### src/rtl/axi_arb_pkg.sv
// Shared types and constants for the two-requester AXI read arbiter.
// Latency: n/a (types only).
// Backpressure: n/a (types only).
package axi_arb_pkg;

    // Burst-level phases of the shared read port.
    typedef enum logic [1:0] {
        IDLE = 2'd0,
        ADDR = 2'd1,
        DATA = 2'd2
    } arb_state_t;

    // Requester indices; the instruction cache is requester 0.
    localparam logic REQ_ICACHE = 1'b0;
    localparam logic REQ_DCACHE = 1'b1;

endpackage

### src/rtl/rr_arb2.sv
// Two-input round-robin arbiter that remembers the last granted index.
// Latency: grant is combinational from req_i; history updates on the clock edge.
// Backpressure: history only advances when en_i is high and a request is present.
module rr_arb2
    import axi_arb_pkg::*;
(
    input  logic       clk,
    input  logic       reset,
    input  logic [1:0] req_i,
    input  logic       en_i,
    output logic       grant_o,
    output logic       grant_vld_o
);

    logic last_grant_q;
    logic last_grant_d;

    // On a tie the requester that did not win last time is chosen.
    always_comb begin
        grant_vld_o  = |req_i;
        if (&req_i) begin
            grant_o = ~last_grant_q;
        end else begin
            grant_o = req_i[1];
        end
        last_grant_d = last_grant_q;
        if (en_i && grant_vld_o) begin
            last_grant_d = grant_o;
        end
    end

    // Grant history; starts at the data cache so the instruction cache wins the first tie.
    always_ff @(posedge clk) begin
        if (reset) begin
            last_grant_q <= REQ_DCACHE;
        end else begin
            last_grant_q <= last_grant_d;
        end
    end

endmodule

### src/rtl/axi_read_arbiter.sv
// Shares one AXI read master (AR/R) and snoop port (AC) between icache (0) and dcache (1).
// Latency: AR reaches the master 1 cycle after the request is seen in IDLE; R and AC are combinational.
// Backpressure: one burst in flight; owner's rready drives m_rready; m_acready waits for both caches.
module axi_read_arbiter
    import axi_arb_pkg::*;
#(
    parameter int ID_WIDTH   = 13,
    parameter int ADDR_WIDTH = 64,
    parameter int DATA_WIDTH = 64
) (
    input  logic                  clk,
    input  logic                  reset,
    // requester 0 (instruction cache)
    input  logic [ID_WIDTH-1:0]   s0_arid,
    input  logic [ADDR_WIDTH-1:0] s0_araddr,
    input  logic [7:0]            s0_arlen,
    input  logic [2:0]            s0_arsize,
    input  logic [1:0]            s0_arburst,
    input  logic                  s0_arlock,
    input  logic [3:0]            s0_arcache,
    input  logic [2:0]            s0_arprot,
    input  logic                  s0_arvalid,
    output logic                  s0_arready,
    output logic [ID_WIDTH-1:0]   s0_rid,
    output logic [DATA_WIDTH-1:0] s0_rdata,
    output logic [1:0]            s0_rresp,
    output logic                  s0_rlast,
    output logic                  s0_rvalid,
    input  logic                  s0_rready,
    output logic [ADDR_WIDTH-1:0] s0_acaddr,
    output logic [3:0]            s0_acsnoop,
    output logic                  s0_acvalid,
    input  logic                  s0_acready,
    // requester 1 (data cache)
    input  logic [ID_WIDTH-1:0]   s1_arid,
    input  logic [ADDR_WIDTH-1:0] s1_araddr,
    input  logic [7:0]            s1_arlen,
    input  logic [2:0]            s1_arsize,
    input  logic [1:0]            s1_arburst,
    input  logic                  s1_arlock,
    input  logic [3:0]            s1_arcache,
    input  logic [2:0]            s1_arprot,
    input  logic                  s1_arvalid,
    output logic                  s1_arready,
    output logic [ID_WIDTH-1:0]   s1_rid,
    output logic [DATA_WIDTH-1:0] s1_rdata,
    output logic [1:0]            s1_rresp,
    output logic                  s1_rlast,
    output logic                  s1_rvalid,
    input  logic                  s1_rready,
    output logic [ADDR_WIDTH-1:0] s1_acaddr,
    output logic [3:0]            s1_acsnoop,
    output logic                  s1_acvalid,
    input  logic                  s1_acready,
    // shared master port
    output logic [ID_WIDTH-1:0]   m_arid,
    output logic [ADDR_WIDTH-1:0] m_araddr,
    output logic [7:0]            m_arlen,
    output logic [2:0]            m_arsize,
    output logic [1:0]            m_arburst,
    output logic                  m_arlock,
    output logic [3:0]            m_arcache,
    output logic [2:0]            m_arprot,
    output logic                  m_arvalid,
    input  logic                  m_arready,
    input  logic [ID_WIDTH-1:0]   m_rid,
    input  logic [DATA_WIDTH-1:0] m_rdata,
    input  logic [1:0]            m_rresp,
    input  logic                  m_rlast,
    input  logic                  m_rvalid,
    output logic                  m_rready,
    input  logic [ADDR_WIDTH-1:0] m_acaddr,
    input  logic [3:0]            m_acsnoop,
    input  logic                  m_acvalid,
    output logic                  m_acready
);

    arb_state_t state_q, state_d;
    logic       owner_q, owner_d;
    logic [1:0] acked_q, acked_d;
    logic       arb_en;
    logic       grant;
    logic       grant_vld;

    rr_arb2 u_rr_arb2 (
        .clk         (clk),
        .reset       (reset),
        .req_i       ({s1_arvalid, s0_arvalid}),
        .en_i        (arb_en),
        .grant_o     (grant),
        .grant_vld_o (grant_vld)
    );

    // Burst sequencing: arbitrate in IDLE, forward AR in ADDR, route beats in DATA.
    always_comb begin
        state_d = state_q;
        owner_d = owner_q;
        arb_en  = (state_q == IDLE);
        case (state_q)
            IDLE: begin
                if (grant_vld) begin
                    state_d = ADDR;
                    owner_d = grant;
                end
            end
            ADDR: begin
                if (m_arvalid && m_arready) begin
                    state_d = DATA;
                end
            end
            DATA: begin
                if (m_rvalid && m_rready && m_rlast) begin
                    state_d = IDLE;
                end
            end
            default: state_d = IDLE;
        endcase
    end

    // AR mux: only the owner's request is visible, and only while in ADDR.
    always_comb begin
        m_arid     = '0;
        m_araddr   = '0;
        m_arlen    = '0;
        m_arsize   = '0;
        m_arburst  = '0;
        m_arlock   = 1'b0;
        m_arcache  = '0;
        m_arprot   = '0;
        m_arvalid  = 1'b0;
        s0_arready = 1'b0;
        s1_arready = 1'b0;
        if (!reset && state_q == ADDR) begin
            if (owner_q == REQ_DCACHE) begin
                m_arid     = s1_arid;
                m_araddr   = s1_araddr;
                m_arlen    = s1_arlen;
                m_arsize   = s1_arsize;
                m_arburst  = s1_arburst;
                m_arlock   = s1_arlock;
                m_arcache  = s1_arcache;
                m_arprot   = s1_arprot;
                m_arvalid  = s1_arvalid;
                s1_arready = m_arready;
            end else begin
                m_arid     = s0_arid;
                m_araddr   = s0_araddr;
                m_arlen    = s0_arlen;
                m_arsize   = s0_arsize;
                m_arburst  = s0_arburst;
                m_arlock   = s0_arlock;
                m_arcache  = s0_arcache;
                m_arprot   = s0_arprot;
                m_arvalid  = s0_arvalid;
                s0_arready = m_arready;
            end
        end
    end

    // R routing: payload fans out to both caches, valid/ready only pair with the owner.
    always_comb begin
        s0_rid    = '0;
        s0_rdata  = '0;
        s0_rresp  = '0;
        s0_rlast  = 1'b0;
        s0_rvalid = 1'b0;
        s1_rid    = '0;
        s1_rdata  = '0;
        s1_rresp  = '0;
        s1_rlast  = 1'b0;
        s1_rvalid = 1'b0;
        m_rready  = 1'b0;
        if (!reset && state_q == DATA) begin
            s0_rid   = m_rid;
            s0_rdata = m_rdata;
            s0_rresp = m_rresp;
            s0_rlast = m_rlast;
            s1_rid   = m_rid;
            s1_rdata = m_rdata;
            s1_rresp = m_rresp;
            s1_rlast = m_rlast;
            if (owner_q == REQ_DCACHE) begin
                s1_rvalid = m_rvalid;
                m_rready  = s1_rready;
            end else begin
                s0_rvalid = m_rvalid;
                m_rready  = s0_rready;
            end
        end
    end

    // Snoop broadcast: each cache acks once; the master sees completion when both have.
    always_comb begin
        s0_acaddr  = m_acaddr;
        s0_acsnoop = m_acsnoop;
        s1_acaddr  = m_acaddr;
        s1_acsnoop = m_acsnoop;
        s0_acvalid = !reset && m_acvalid && !acked_q[0];
        s1_acvalid = !reset && m_acvalid && !acked_q[1];
        m_acready  = !reset && (acked_q[0] || s0_acready) && (acked_q[1] || s1_acready);
        if (m_acvalid && m_acready) begin
            acked_d = 2'b00;
        end else begin
            acked_d = acked_q | {s1_acvalid && s1_acready, s0_acvalid && s0_acready};
        end
    end

    // State, owner and snoop-ack registers.
    always_ff @(posedge clk) begin
        if (reset) begin
            state_q <= IDLE;
            owner_q <= REQ_ICACHE;
            acked_q <= 2'b00;
        end else begin
            state_q <= state_d;
            owner_q <= owner_d;
            acked_q <= acked_d;
        end
    end

endmodule

### config.mk
export PLATFORM = sky130hd
export DESIGN_NAME = axi_read_arbiter
export DESIGN_NICKNAME = d
export VERILOG_FILES = /design/src/rtl/axi_arb_pkg.sv /design/src/rtl/rr_arb2.sv /design/src/rtl/axi_read_arbiter.sv
export SDC_FILE = /design/constraint.sdc
export NUM_CORES = 1
export LEC_CHECK = 0
export CELL_PAD_IN_SITES_DETAIL_PLACEMENT = 0
export CELL_PAD_IN_SITES_GLOBAL_PLACEMENT = 1
export CORE_AREA = 2 2 297 299
export DETAILED_ROUTE_END_ITERATION = 10
export DIE_AREA = 0 0 299 301
export DONT_BUFFER_PORTS = 1
export GPL_ROUTABILITY_DRIVEN = 1
export PLACE_DENSITY = 0.32
export SLEW_MARGIN = 0
export SYNTH_ARGS = -nofsm -noshare
export SYNTH_HDL_FRONTEND = slang
export SYNTH_SLANG_ARGS = --single-unit
### constraint.sdc
create_clock -name clk -period 1.7 [get_ports clk]
set_input_delay 0.34 -clock clk [delete_from_list [all_inputs] [get_ports clk]]
set_output_delay 0.34 -clock clk [all_outputs]
set_load 0.03 [all_outputs]
==> report_table.html, run 1 <==
<table>
<tr><th>Metric</th><th>Value</th></tr>
<tr><th colspan="2">Synthesis</th></tr>
<tr><td>Cell type with the highest aggregate area in the netlist</td><td>sky130_fd_sc_hd__buf_4</td></tr>
<tr><td>Sequential share of the synthesized area</td><td>2.97%</td></tr>
<tr><td>Area share of the largest cell type after synthesis</td><td>42.0%</td></tr>
<tr><td>Cell area after technology mapping</td><td>4040 um2</td></tr>
<tr><td>Ranking of synthesized cells by instance count</td><td>226 x sky130_fd_sc_hd__buf_4, 108 x sky130_fd_sc_hd__nor2_1, 100 x sky130_fd_sc_hd__mux2i_1</td></tr>
<tr><td>Area contributors post-synth</td><td>sky130_fd_sc_hd__buf_4 42%, sky130_fd_sc_hd__mux2i_1 25%, sky130_fd_sc_hd__and2_1 12%</td></tr>
<tr><td>Avg Synthesized Cell Area</td><td>7.10 um2</td></tr>
<tr><td>Async S/R FF share, synth</td><td>0%</td></tr>
<tr><td>Nets in the synthesized netlist</td><td>924</td></tr>
<tr><td>Yosys cell types</td><td>25</td></tr>
<tr><td>Most used standard cell by instance count after synthesis</td><td>sky130_fd_sc_hd__buf_4</td></tr>
<tr><td>Synth Warn #</td><td>0</td></tr>
<tr><td>Most used DFF post-synth</td><td>sky130_fd_sc_hd__dfxtp_1</td></tr>
<tr><td>Count of flip-flops with a built-in enable after synthesis</td><td>0</td></tr>
<tr><td>Register bit count reported by yosys</td><td>6</td></tr>
<tr><td>Number of instances in the synthesized netlist</td><td>569</td></tr>
<tr><th colspan="2">Worst setup path</th></tr>
<tr><td>Crit-path max cell delay</td><td>0.38 ns</td></tr>
<tr><td>Internal reg-to-reg setup slack</td><td>0.22 ns</td></tr>
<tr><td>Startpoint-to-endpoint class of the critical path</td><td>reg2out</td></tr>
<tr><td>Stages on worst setup path</td><td>6</td></tr>
<tr><td>Biggest fanout along the worst timing path</td><td>7</td></tr>
<tr><td>Startpoint kind of the worst setup timing path</td><td>flip-flop</td></tr>
<tr><td>Slowest library cell on the worst path</td><td>sky130_fd_sc_hd__dfxtp_4</td></tr>
<tr><td>Cell depth of the worst flop-to-flop path</td><td>5</td></tr>
<tr><td>Crit path capture type</td><td>output port</td></tr>
<tr><td>Cell chain of the critical path</td><td>buf_12, buf_12, buf_16, mux2i_1, nor2_1, buf_4</td></tr>
<tr><td>End point of the critical path</td><td>m_araddr[38]</td></tr>
<tr><td>Start point of the critical path</td><td>owner_q</td></tr>
<tr><td>Critical R2R Launch</td><td>owner_q</td></tr>
<tr><td>Data required, critical path</td><td>1.36 ns</td></tr>
<tr><td>Buf/Inv on CP</td><td>4</td></tr>
<tr><td>WP data arrival</td><td>1.52 ns</td></tr>
<tr><td>Top delay family on crit path</td><td>buffers and inverters</td></tr>
<tr><td>Capture instance of the worst register-to-register path</td><td>state_q[1]</td></tr>
<tr><td>Cell occurring most often along the worst timing path</td><td>sky130_fd_sc_hd__buf_12</td></tr>
<tr><th colspan="2">CTS</th></tr>
<tr><td>Number of buffers inserted by hold repair at cts</td><td>0</td></tr>
<tr><td>CTS tree</td><td>done</td></tr>
<tr><td>Maximum number of buffers from clock root to sink</td><td>2</td></tr>
<tr><td>Maximum level of the CTS H-tree</td><td>1</td></tr>
<tr><td>Master cell of the clock root buffer</td><td>sky130_fd_sc_hd__clkbuf_16</td></tr>
<tr><td>Clock Pin Slew Worst Setup and Hold Paths</td><td>0.05 ns</td></tr>
<tr><td>Latest clock arrival within the worst-skew pair</td><td>0.24 ns</td></tr>
<tr><td>Clock buffer count from CTS</td><td>3</td></tr>
<tr><td>Num Clock Sinks</td><td>6</td></tr>
<tr><th colspan="2">Run</th></tr>
<tr><td>Max capacitance violation total</td><td>0</td></tr>
<tr><th colspan="2">STA</th></tr>
<tr><td>Time the final worst path needs with I/O delays and setup</td><td>1.86 ns</td></tr>
<tr><td>Transition time of the tightest slew-check pin</td><td>0.392 ns</td></tr>
<tr><td>Setup repair after global routing missed its margin</td><td>yes</td></tr>
<tr><td>Number of pins with negative max-slew slack in the final report</td><td>0</td></tr>
<tr><td>Final worst path period share</td><td>109%</td></tr>
<tr><td>Post-route setup slack</td><td>-0.155 ns</td></tr>
<tr><td>Final Hold Vio Count</td><td>0</td></tr>
<tr><td>Final worst clock skew</td><td>0.00927 ns</td></tr>
<tr><td>Setup TNS</td><td>-26.10 ns</td></tr>
<tr><td>Max Clock Freq</td><td>0.539 GHz</td></tr>
<tr><td>Endpoints failing setup</td><td>262</td></tr>
<tr><td>Max-slew headroom at the worst pin</td><td>73.8%</td></tr>
<tr><th colspan="2">Hold path</th></tr>
<tr><td>Startpoint of the most critical hold path</td><td>reset</td></tr>
<tr><td>Tightest Hold Check Type</td><td>in2reg</td></tr>
<tr><th colspan="2">Finish</th></tr>
<tr><td>Fraction of layout instances using a drive strength above 1</td><td>63.0%</td></tr>
<tr><td>Syn-to-layout area delta</td><td>85.7%</td></tr>
<tr><td>Final net count</td><td>923</td></tr>
<tr><th colspan="2">Status</th></tr>
<tr><td>Status</td><td>complete, but fails checks</td></tr>
<tr><td>Violations in the final reports</td><td>setup timing</td></tr>
<tr><th colspan="2">Global routing</th></tr>
<tr><td>Global-route wire length before repair</td><td>35200 um</td></tr>
<tr><td>Gr ovfl total</td><td>0</td></tr>
<tr><td>Number of global-route vias before repair</td><td>3894</td></tr>
<tr><td>Largest net degree at the start of global routing</td><td>60</td></tr>
<tr><td>Initial antenna violation count</td><td>2</td></tr>
<tr><td>Tot GR Track Use</td><td>5.76%</td></tr>
<tr><th colspan="2">Die</th></tr>
<tr><td>Boundary Pins</td><td>758</td></tr>
<tr><td>Initial Util</td><td>4.67%</td></tr>
<tr><td>Std cell rows</td><td>108</td></tr>
<tr><td>Y dimension of the die</td><td>301 um</td></tr>
<tr><td>Die footprint</td><td>90000 um2</td></tr>
<tr><td>Die boundary width</td><td>299 um</td></tr>
<tr><td>Core Box Area</td><td>86500 um2</td></tr>
<tr><th colspan="2">Route</th></tr>
<tr><td>Per-cell via count in the routed design</td><td>2.19</td></tr>
<tr><td>Number of antenna-violating nets in the routed design</td><td>0</td></tr>
<tr><td>Average wire per cell in the routed design</td><td>17.0 um</td></tr>
<tr><td>1st-iter DRT viols</td><td>135</td></tr>
<tr><td>First-pass iteration count of the detailed router</td><td>4</td></tr>
<tr><td>Detailed-route via count</td><td>3780</td></tr>
<tr><td>Post-route DRC violation count</td><td>0</td></tr>
<tr><td>Wire length after detailed routing</td><td>29200 um</td></tr>
<tr><th colspan="2">Power</th></tr>
<tr><td>Pwr dens</td><td>277 nW/um2</td></tr>
<tr><td>Part of the total power dissipated in sequential elements</td><td>7.9%</td></tr>
<tr><td>Switching component of the power</td><td>0.944 mW</td></tr>
<tr><td>Power consumption</td><td>2.08 mW</td></tr>
<tr><td>Largest voltage drop on the vdd net</td><td>251 uV</td></tr>
<tr><td>Share of total power consumed by net switching</td><td>45.4%</td></tr>
<tr><td>Leak</td><td>2.66 nW</td></tr>
<tr><td>Part of the total power dissipated in combinational logic</td><td>71.5%</td></tr>
<tr><td>Clk pwr share</td><td>20.5%</td></tr>
<tr><td>Int Power</td><td>1.13 mW</td></tr>
<tr><th colspan="2">Placed design</th></tr>
<tr><td>Setup WS pre-CTS</td><td>-0.161 ns</td></tr>
<tr><td>DP HPWL</td><td>24800 um</td></tr>
<tr><td>RePlAce Congestion</td><td>0.736</td></tr>
<tr><td>Port buffer count</td><td>0</td></tr>
</table>
## cell families (layout without fill, tap and decap cells)
logic type	Yosys count	count (layout)	share of synthesized area, %
AND/OR/NAND/NOR	207	207	25.3
buffers and inverters	249	247	45.7
other	0	1	0
multiplexers	100	100	24.8
flip-flops	6	6	2.98
AO/OA/AOI/OAI	7	7	1.21
## metal layers
metal | share of wire [%] | GRT usage (%) | up-vias
met2 | 55 | 11.5 | 450
met5 | 0 | 0 | -
met1 | 31 | 5.40 | 1664
met4 | 3.2 | 1.85 | 0
li1 | - | - | 1601
met3 | 11 | 1.98 | 65
## power by group through the flow
stage / clock [mW] / sequential (mW) / combinational, mW
6_report: 0.427 / 0.165 / 1.49
5_1_grt: 0.475 / 0.166 / 1.57
4_1_cts: 0.463 / 0.166 / 1.46
3_5_place_dp: 0 / 0.167 / 1.29
3_3_place_gp: 0 / 0.167 / 1.29
2_1_floorplan: 0 / 0.161 / 1.45
## per-stage QoR
step	std cells	area (um2)	hold WS (ns)	utilization, %
finish	1723	7500	0.177	8.67
floorplan	569	4130	0.460	-
CTS	1717	7210	0.161	8.34
detailed placement	1698	6630	0.424	7.66
global route	1723	7500	0.158	8.67
global placement	1698	6630	0.415	7.66
## final cells by class
cell class / instances / area, um2
Antenna cell: 1 / 2.50
Clock buffer: 4 / 78.8
Fill cell: 10000 / 79000
Multi-Input combinational cell: 314 / 2450
Sequential cell: 6 / 129
Tap cell: 1155 / 1450
Timing Repair Buffer: 243 / 3390
## flip-flops by register name (all words and copies together), names as in the netlist
name	flops
u_rr_arb2.last_grant_q	1
acked_q	2
owner_q	1
state_q	2
## repair_timing
| action | CTS | global route |
|---|---|---|
| resized for setup | 72 | 88 |
| hold endpoints to repair | 0 | 0 |
| setup endpoints to repair | 264 | 263 |
| buffers inserted | 8 | 2 |
| pin swaps | 0 | 35 |
| gates cloned | 7 | 4 |
## worst min-delay path by stage
stage,to,cells after the start,slack (ns)
floorplan,u_rr_arb2.last_grant_q,1,0.46
global placement,owner_q,1,0.42
detailed placement,owner_q,1,0.42
CTS,owner_q,1,0.16
global route,owner_q,1,0.16
finish,owner_q,1,0.18
## layout by cell type (no fill, tap or decap), drive strengths merged, types with 2 or more instances in the layout
| master | n |
|---|---|
| nor2 | 108 |
| nor4b | 2 |
| a21oi | 2 |
| buf | 240 |
| nor3 | 4 |
| dfxtp | 6 |
| clkbuf | 7 |
| mux2i | 100 |
| nor3b | 2 |
| and2 | 80 |
| and3 | 2 |
| nand2 | 6 |
No activity file was read; power rests on OpenSTA's default activity.
==> run 2: changes to the inputs <==
--- a/config.mk
+++ b/config.mk
@@ -13,6 +13,7 @@
 export DONT_BUFFER_PORTS = 1
 export GPL_ROUTABILITY_DRIVEN = 1
 export PLACE_DENSITY = 0.32
+export SKIP_CTS_REPAIR_TIMING = 1
 export SLEW_MARGIN = 0
 export SYNTH_ARGS = -nofsm -noshare
 export SYNTH_HDL_FRONTEND = slang
==> run 2 against run 1 <==
Compared with the run above:
- the flow still finishes with violations (setup timing)
- die area stayed put
- total power fell by 3.7%
- worst setup slack worse by 0.016 ns
- sequential cell count did not move
- fmax down 0.88%
- clock skew hardly changed
- sequential share of layout area up 0.070 points
==> report_table.html, run 2 (same netlist as run 1, synthesis figures left out) <==
<table>
<tr><th>Metric</th><th>Value</th></tr>
<tr><th colspan="2">STA</th></tr>
<tr><td>Max Clock Freq</td><td>0.534 GHz (-0.88%)</td></tr>
<tr><td>Endpoints failing setup</td><td>259 (-1.1%)</td></tr>
<tr><td>Transition time of the tightest slew-check pin</td><td>0.426 ns (+0.0336 ns)</td></tr>
<tr><td>Final worst path period share</td><td>110% (+0.97 points)</td></tr>
<tr><td>Time the final worst path needs with I/O delays and setup</td><td>1.87 ns (+0.0165 ns)</td></tr>
<tr><td>Final worst clock skew</td><td>0.00920 ns (-0.0000679 ns)</td></tr>
<tr><td>Final Hold Slack</td><td>0.172 ns (-0.00474 ns)</td></tr>
<tr><td>Post-route setup slack</td><td>-0.172 ns (-0.0165 ns)</td></tr>
<tr><td>Number of pins with negative max-slew slack in the final report</td><td>0 (unchanged)</td></tr>
<tr><td>Final Hold Vio Count</td><td>0 (unchanged)</td></tr>
<tr><td>Setup repair after global routing missed its margin</td><td>yes</td></tr>
<tr><td>Max-slew headroom at the worst pin</td><td>71.6% (-2.2 points)</td></tr>
<tr><th colspan="2">Die</th></tr>
<tr><td>Initial Util</td><td>4.67% (unchanged)</td></tr>
<tr><td>Std cell rows</td><td>108 (unchanged)</td></tr>
<tr><td>Die boundary width</td><td>299 um (unchanged)</td></tr>
<tr><td>Die footprint</td><td>90000 um2 (unchanged)</td></tr>
<tr><td>Boundary Pins</td><td>758 (unchanged)</td></tr>
<tr><td>Core Box Area</td><td>86500 um2 (unchanged)</td></tr>
<tr><td>Y dimension of the die</td><td>301 um (unchanged)</td></tr>
<tr><th colspan="2">Global routing</th></tr>
<tr><td>Gr ovfl total</td><td>0 (unchanged)</td></tr>
<tr><td>Initial antenna violation count</td><td>2 (unchanged)</td></tr>
<tr><td>Largest net degree at the start of global routing</td><td>67 (+12%)</td></tr>
<tr><td>Tot GR Track Use</td><td>5.46% (-0.30 points)</td></tr>
<tr><td>Global-route wire length before repair</td><td>33500 um (-4.9%)</td></tr>
<tr><td>Number of global-route vias before repair</td><td>3744 (-3.9%)</td></tr>
<tr><th colspan="2">Worst setup path</th></tr>
<tr><td>Slowest library cell on the worst path</td><td>sky130_fd_sc_hd__dfxtp_4</td></tr>
<tr><td>WP data arrival</td><td>1.53 ns (about the same)</td></tr>
<tr><td>Critical R2R Launch</td><td>owner_q</td></tr>
<tr><td>Data required, critical path</td><td>1.36 ns (about the same)</td></tr>
<tr><td>Capture instance of the worst register-to-register path</td><td>state_q[1]</td></tr>
<tr><td>Crit path capture type</td><td>output port</td></tr>
<tr><td>Startpoint kind of the worst setup timing path</td><td>flip-flop</td></tr>
<tr><td>Internal reg-to-reg setup slack</td><td>0.25 ns (+0.03 ns)</td></tr>
<tr><td>Crit-path max cell delay</td><td>0.36 ns (-0.02 ns)</td></tr>
<tr><td>Cell chain of the critical path</td><td>nor3b_4, buf_4, clkbuf_16, and2_2, buf_12</td></tr>
<tr><td>Biggest fanout along the worst timing path</td><td>17 (+10)</td></tr>
<tr><td>Cell depth of the worst flop-to-flop path</td><td>5 (unchanged)</td></tr>
<tr><td>Startpoint-to-endpoint class of the critical path</td><td>reg2out</td></tr>
<tr><td>Start point of the critical path</td><td>state_q[1]</td></tr>
<tr><th colspan="2">Run</th></tr>
<tr><td>Max capacitance violation total</td><td>0 (unchanged)</td></tr>
<tr><th colspan="2">Hold path</th></tr>
<tr><td>Startpoint of the most critical hold path</td><td>reset</td></tr>
<tr><td>Tightest Hold Check Type</td><td>in2reg</td></tr>
<tr><td>Cell count of the worst hold path</td><td>1 (unchanged)</td></tr>
<tr><td>Sink of the worst hold path</td><td>owner_q</td></tr>
<tr><th colspan="2">CTS</th></tr>
<tr><td>Maximum level of the CTS H-tree</td><td>1 (unchanged)</td></tr>
<tr><td>Clock buffer count from CTS</td><td>3 (unchanged)</td></tr>
<tr><td>Clock Pin Slew Worst Setup and Hold Paths</td><td>0.05 ns (about the same)</td></tr>
<tr><td>CTS tree</td><td>done</td></tr>
<tr><td>Latest clock arrival within the worst-skew pair</td><td>0.24 ns (about the same)</td></tr>
<tr><td>Master cell of the clock root buffer</td><td>sky130_fd_sc_hd__clkbuf_16</td></tr>
<tr><td>Maximum number of buffers from clock root to sink</td><td>2 (unchanged)</td></tr>
<tr><td>Num Clock Sinks</td><td>6 (unchanged)</td></tr>
<tr><th colspan="2">Route</th></tr>
<tr><td>Per-cell via count in the routed design</td><td>2.17 (-1.0%)</td></tr>
<tr><td>1st-iter DRT viols</td><td>115 (-15%)</td></tr>
<tr><td>Post-route DRC violation count</td><td>0 (unchanged)</td></tr>
<tr><td>Detailed-route via count</td><td>3726 (-1.4%)</td></tr>
<tr><td>Number of antenna-violating nets in the routed design</td><td>0 (unchanged)</td></tr>
<tr><td>Average wire per cell in the routed design</td><td>16.9 um (-0.19%)</td></tr>
<tr><td>Wire length after detailed routing</td><td>29000 um (-0.60%)</td></tr>
<tr><td>First-pass iteration count of the detailed router</td><td>4 (unchanged)</td></tr>
<tr><th colspan="2">Finish</th></tr>
<tr><td>Number of fill cells</td><td>10100 (+0.55%)</td></tr>
<tr><td>Leading cell types in the layout, fill and taps excluded</td><td>115 x sky130_fd_sc_hd__buf_4, 104 x sky130_fd_sc_hd__nor2_1, 94 x sky130_fd_sc_hd__buf_12</td></tr>
<tr><td>Syn-to-layout area delta</td><td>78.4%</td></tr>
<tr><td>Most frequent standard cell in the layout excluding fill and tap cells</td><td>sky130_fd_sc_hd__buf_4</td></tr>
<tr><td>Design area</td><td>7200 um2 (-3.9%)</td></tr>
<tr><td>Registers with the highest flip-flop counts</td><td>acked_q x2, state_q x2</td></tr>
<tr><td>Final net count</td><td>916 (-0.76%)</td></tr>
<tr><td>Fraction of layout instances using a drive strength above 1</td><td>61.1% (-1.9 points)</td></tr>
<tr><th colspan="2">Status</th></tr>
<tr><td>Violations in the final reports</td><td>setup timing</td></tr>
<tr><td>Status</td><td>complete, but fails checks</td></tr>
<tr><th colspan="2">Placed design</th></tr>
<tr><td>Setup WS pre-CTS</td><td>-0.161 ns (unchanged)</td></tr>
<tr><td>RePlAce Congestion</td><td>0.736 (unchanged)</td></tr>
<tr><td>DP HPWL</td><td>24800 um (unchanged)</td></tr>
<tr><td>Port buffer count</td><td>0 (unchanged)</td></tr>
<tr><td>Placed instance area</td><td>6630 um2 (unchanged)</td></tr>
<tr><th colspan="2">Power</th></tr>
<tr><td>Power consumption</td><td>2.00 mW (-3.7%)</td></tr>
<tr><td>Largest voltage drop on the vdd net</td><td>252 uV (+0.32%)</td></tr>
<tr><td>Leak</td><td>2.55 nW (-4.0%)</td></tr>
<tr><td>Pwr dens</td><td>278 nW/um2 (+0.19%)</td></tr>
</table>
## run 2: changes by cell type in the layout (fill, tap and decap cells not counted), moves of 3 or more
cell and delta:
sky130_fd_sc_hd__nor2_1 +3, sky130_fd_sc_hd__buf_12 -3, sky130_fd_sc_hd__and2_4 -48, sky130_fd_sc_hd__and2_2 +48, sky130_fd_sc_hd__nor2_2 -3, sky130_fd_sc_hd__buf_6 -12
sky130_fd_sc_hd__mux2i_1 +4, sky130_fd_sc_hd__buf_16 -7, sky130_fd_sc_hd__mux2i_2 -3, sky130_fd_sc_hd__buf_4 +10, sky130_fd_sc_hd__clkbuf_16 +4
## run 2: report_power, final
group	switching [mW]	total (mW)	internal [mW]
logic	0.801	1.41	0.607
clock network	0.114	0.429	0.315
registers	0.0119	0.164	0.153
total	0.926	2.00	1.07
## run 2: area by class of cell
cell class	instances	area [um2]	share of cell area (%)
antenna	1	2.50	0.0347
multi-input combinational	314	2350	32.7
timing repair buffer	236	3200	44.4
clock buffer	4	78.8	1.09
tap	1155	1450	20.1
sequential	6	129	1.79
## run 2: routing by layer
layer  routed length, um  share of wire [%]  global-route usage, %  vias up
met5                   0                  0                      0        -
met4                1020                3.5                   1.85        0
met3                3290                 11                   1.94       63
met2               15900                 55                   10.6      438
met1                8800                 30                   5.33     1644
li1                    -                  -                      -     1581
## run 2: how the worst max path moves through the flow
stage	end	slack (ns)	cells after the start
floorplan	s1_rdata[10]	0.006	6
finish	s1_rdata[50]	-0.17	5
global route	s0_rresp[0]	-0.24	5
detailed placement	m_rready	-0.16	4
global placement	m_rready	-0.08	4
CTS	m_rready	-0.42	4
## run 2: stage by stage
step	utilization, %	instances	setup TNS [ns]
3_5_place_dp	7.66	1698	-1.57
5_1_grt	8.33	1716	-49.05
4_1_cts	7.75	1702	-50.37
3_3_place_gp	7.66	1698	-0.246
6_report	8.33	1716	-31.07
2_1_floorplan	-	569	0
## run 2: worst max-delay path: cells and delay by family, from the launching register on
kind	cells	cell delay, ns
AND/OR/NAND/NOR	2	0.41
buffers and inverters	3	0.51
flip-flops	1	0.36
